==> config.mk <==
export PLATFORM = sky130hd
export DESIGN_NAME = tick_generator_flat
export DESIGN_NICKNAME = d
export VERILOG_FILES = /design/src/rtl/tick_generator_if.sv /design/src/rtl/tick_generator.sv /design/src/flat_wrapper.sv
export SDC_FILE = /design/constraint.sdc
export NUM_CORES = 1
export LEC_CHECK = 0
export CAP_MARGIN = 20
export CORE_MARGIN = 2
export CORE_UTILIZATION = 35
export DETAILED_ROUTE_END_ITERATION = 8
export DONT_BUFFER_PORTS = 1
export GPL_ROUTABILITY_DRIVEN = 1
export GPL_TIMING_DRIVEN = 0
export REMOVE_ABC_BUFFERS = 1
export SLEW_MARGIN = 10
export SYNTH_ARGS = -nofsm -noshare
export SYNTH_HDL_FRONTEND = slang
export SYNTH_SLANG_ARGS = --single-unit
==> constraint.sdc <==
create_clock -name clk -period 6.9 [get_ports clk]
set_input_delay 1.725 -clock clk [delete_from_list [all_inputs] [get_ports clk]]
set_output_delay 1.725 -clock clk [all_outputs]
set_load 0.02 [all_outputs]
==> src/rtl/tick_generator_if.sv <==
// Control/strobe bundle between the tick generator and whatever drives it
// (switches, push button) and consumes it (display counter, LED).
interface tick_generator_if;
    logic       enable;
    logic [1:0] sel;
    logic       step_n;
    logic       tick;
    logic       heartbeat;

    modport master (output enable, sel, step_n, input tick, heartbeat);
    modport slave  (input enable, sel, step_n, output tick, heartbeat);
endinterface

==> src/rtl/tick_generator.sv <==
// Divides clk into a one-cycle tick strobe at 1, 1/CLK_HZ, 1/(2*CLK_HZ) or
// 1/(4*CLK_HZ) of the clock rate, with pause and push-button single step.
module tick_generator #(
    parameter int CLK_HZ = 50_000_000,
    parameter int CW     = 28          // 2**CW must exceed 4*CLK_HZ
) (
    input  logic            clk,
    input  logic            clr,
    tick_generator_if.slave bus
);

    localparam logic [CW-1:0] RELOAD_00 = '0;
    localparam logic [CW-1:0] RELOAD_01 = CW'(CLK_HZ - 1);
    localparam logic [CW-1:0] RELOAD_10 = CW'(2 * CLK_HZ - 1);
    localparam logic [CW-1:0] RELOAD_11 = CW'(4 * CLK_HZ - 1);

    function automatic logic [CW-1:0] reload_of(input logic [1:0] s);
        reload_of = RELOAD_00;
        case (s)
            2'b00: reload_of = RELOAD_00;
            2'b01: reload_of = RELOAD_01;
            2'b10: reload_of = RELOAD_10;
            2'b11: reload_of = RELOAD_11;
            default: reload_of = RELOAD_00;
        endcase
    endfunction

    logic [CW-1:0] r_count;
    logic [1:0]    r_sel_q;
    logic          r_s1, r_s2, r_s3;
    logic          r_tick;
    logic          r_heartbeat;

    logic [CW-1:0] w_count_nxt;
    logic [1:0]    w_sel_q_nxt;
    logic          w_tick_nxt;
    logic          w_heartbeat_nxt;
    logic          w_press;

    // r_s1/r_s2 resynchronise the raw button; r_s3 detects its falling edge.
    assign w_press = r_s3 & ~r_s2;

    always_comb begin
        // NOTE: every output of this block gets a default first so no path can
        // leave one unassigned and infer a latch.
        w_count_nxt = r_count;
        w_sel_q_nxt = r_sel_q;
        w_tick_nxt  = 1'b0;

        if (bus.sel != r_sel_q) begin
            w_sel_q_nxt = bus.sel;
            w_count_nxt = reload_of(bus.sel);
        end else if (bus.enable) begin
            if (r_count == '0) begin
                w_tick_nxt  = 1'b1;
                w_count_nxt = reload_of(r_sel_q);
            end else begin
                w_count_nxt = r_count - CW'(1);
            end
        end else begin
            w_tick_nxt = w_press;
        end

        w_heartbeat_nxt = r_heartbeat ^ w_tick_nxt;
    end

    always_ff @(posedge clk or negedge clr) begin
        if (!clr) begin
            r_count     <= '0;
            r_sel_q     <= 2'b00;
            r_s1        <= 1'b1;
            r_s2        <= 1'b1;
            r_s3        <= 1'b1;
            r_tick      <= 1'b0;
            r_heartbeat <= 1'b0;
        end else begin
            // NOTE: non-blocking assignments so the s1->s2->s3 chain shifts by
            // one stage per edge regardless of statement order.
            r_count     <= w_count_nxt;
            r_sel_q     <= w_sel_q_nxt;
            r_s1        <= bus.step_n;
            r_s2        <= r_s1;
            r_s3        <= r_s2;
            r_tick      <= w_tick_nxt;
            r_heartbeat <= w_heartbeat_nxt;
        end
    end

    assign bus.tick      = r_tick;
    assign bus.heartbeat = r_heartbeat;

endmodule

==> src/flat_wrapper.sv <==
// flat-port wrapper written by rule: the top's interface ports become plain ports
module tick_generator_flat 
#(
    parameter int CLK_HZ = 50_000_000,
    parameter int CW     = 28                                       
)
  (clk, clr, bus_enable, bus_sel, bus_step_n, bus_tick, bus_heartbeat);
  tick_generator_if bus_i ();
  input  logic clk;
  input  logic clr;
  input wire logic [$bits(bus_i.enable)-1:0] bus_enable;
  input wire logic [$bits(bus_i.sel)-1:0] bus_sel;
  input wire logic [$bits(bus_i.step_n)-1:0] bus_step_n;
  output wire logic [$bits(bus_i.tick)-1:0] bus_tick;
  output wire logic [$bits(bus_i.heartbeat)-1:0] bus_heartbeat;
  assign bus_i.enable = bus_enable;
  assign bus_i.sel = bus_sel;
  assign bus_i.step_n = bus_step_n;
  assign bus_tick = bus_i.tick;
  assign bus_heartbeat = bus_i.heartbeat;
  tick_generator #(.CLK_HZ(CLK_HZ), .CW(CW)) u_core (.clk(clk), .clr(clr), .bus(bus_i));
endmodule
==> reports/metrics.yaml <==
power_uw: 578
period_share_pct: 53.9
path_buf_inv: 0
place.gp.congestion: 0.817
fin_util_pct: 37.4
syn-instance-count: 268
io_pins: 8
drc: 0
ir_drop_mv: 0.0764
yosysTopAreaCell: "dfrtp_1"
place_inst: 329
num_vias: 2023
drive_gt1_share_pct: 11.7
vias_per_cell: 6.00
dpl.hpwl_mm: 4.21
p_leak_nw: 0.974
cts-root-buf: "clkbuf_8"
synthDistinctLibCells: 58
wirelength_mm: 5.95
dieArea_um2: 7510
worstMarginPinSlew_ns: 0.984
r2r_slack_ns: 3.56
drt.antenna.violating_nets: 0
clockBufferDepth: 2
clkSinkCount: 35
hold_ws_ns: 0.358
setup_viol: 0
finalHoldViolations: 0
setup_tns_ns: 0
end_kind: "register"
cp.arrival_ns: 3.90
ys_seq_area_share_pct: 36.8
first_pass_iters: 4
synth_seq_cells: 35
cp_slowest_stage_delay_ns: 0.79
cts-buffers-inserted: 5
synth_flop_cell: "dfrtp_1"
htreeDepth: 2
cts_hold_buf: 0
grt_pass1_vias: 2010
drt_iter0_drc: 161
tritoncts: "done"
layout_common_cells: "dfrtp_1, nor2_1, nor3_1, o21ai_0, nor4_1"
worstSetupPathType: "in2reg"
die_x_um: 86.7
start_util_pct: 35.6
slew_viol_final: 0
clk_pin_slew_ns: 0.08
die_h_um: 86.7
setup_ws_ns: 3.18
cp_top_family: "simple AND/OR/NAND/NOR gates"
netlist.area_leader.share_pct: 33.5
rsz0062_at_grt: "false"
fin_nets: 272
syn_area_per_cell_um2: 8.92
wl_per_cell_um: 17.7
stdcell_area_um2: 2510
core_um2: 6720
overflow: 0
cpMaxStageDelayCell: "nor2_1"
num_rows: 30
ys_async_sr_fraction_pct: 100
crit_required_ns: 7.08
synthTopCellsByArea: "dfrtp_1, ha_1, nor2_1"
cp_max_fo: 14
io_buffers: 0
pre_cts_slack_ns: 2.93
synth_edf_count: 0
placed_cell_area_um2: 2400
antenna_found_initial: 0
grt_max_degree: 36
synth_warnings: 0
p_per_area_nw_per_um2: 230
synth_area_um2: 2390
cts-resized-gates: 0
final_common_cell: "dfrtp_1"
post_cts_buffers: 0
max_cap_violations: 0
layout_min_cycle_time_ns: 3.72
antenna_cells: 0
grt_pass1_wl_mm: 10.3
hp-class: "reg2reg"
grt_usage_pct: 17.6
clock_skew_ns: 0.0107
path_cells: "xor2_1 -> or2_2 -> nor2_1 -> a21oi_1 -> a311o_1"
max_freq_ghz: 0.269
cp-start-kind: "input pin"
clk_latency_ns: 0.30
syn2layout_area_growth_pct: 5.13
max-slew-margin-rel_pct: 34.2
layoutNonFillerInstCount: 337
status: "completed"
sequential cells by signal (all words and copies together) (netlist names):
name and count:
u_core.bus.heartbeat 1, u_core.bus.tick 1, u_core.r_count 28, u_core.r_s1 1, u_core.r_s2 1, u_core.r_s3 1, u_core.r_sel_q 2
power by group:
| group | internal [mW] | switching (mW) | total (mW) |
|---|---|---|---|
| logic | 0.0466 | 0.0643 | 0.111 |
| registers | 0.234 | 0.0368 | 0.271 |
| clock network | 0.117 | 0.0794 | 0.196 |
| total | 0.397 | 0.181 | 0.578 |
kinds of logic (layout without fill, tap and decap cells):
| group | Yosys count | after routing | synth area share [%] |
|---|---|---|---|
| xor gates and xnor gates | 3 | 3 | 1.10 |
| DFF | 35 | 35 | 36.8 |
| AOI/OAI and AO/OA | 71 | 71 | 22.7 |
| adders and majority gates | 10 | 10 | 5.23 |
| buffers and inverters | 30 | 19 | 5.81 |
| muxes | 2 | 2 | 0.890 |
| and+or+nand+nor | 117 | 117 | 27.5 |
path summary, 6_finish.rpt:
check,depth (start not counted),start,endpoint
worst min-delay path,0,u_core.r_s1,u_core.r_s2
max in group asynchronous,0,clr,u_core.r_s1
min in group asynchronous,0,clr,u_core.r_count[16]
worst max-delay path,5,bus_sel[1],u_core.r_count[4]
worst min register to register,0,u_core.r_s1,u_core.r_s2
worst max register to register,5,u_core.r_count[18],u_core.r_count[4]
final cells by class:
class,count,area (um^2)
Clock buffer,6,82.6
Clock inverter,2,35.0
Fill cell,656,4210
Inverter,11,41.3
Multi-Input combinational cell,203,1380
Sequential cell,35,880
Tap cell,80,100
cells in the mapped netlist, drive strengths merged (3+ instances only):
cell type  count
a211o          4
and2           3
or4            9
dfstp          3
inv           10
nor4          11
o21ai         18
nand3          4
a21o           5
ha            10
nand4          3
a221o          8
clkbuf        13
buf            6
nor2          31
xor2           3
or4b           3
a32o           4
o31ai          3
dfrtp         32
or2            4
a21oi          7
or3            7
o22ai          3
nor3          22
nand2          9
worst reg2reg max path: cells and delay by family (launching register included):
family / cells / cell delay, ns
and+or+nand+nor: 3 / 1.50
AOI/OAI and AO/OA: 2 / 1.27
DFF: 1 / 0.46
routing by layer:
layer / vias up / GRT usage [%] / routed length (um)
met4: 0 / 8.38 / 148
met5: - / 0 / 0
met1: 954 / 25.0 / 2810
li1: 993 / - / -
met3: 13 / 3.43 / 305
met2: 63 / 25.5 / 2690
(Power assumes the default switching activity.)
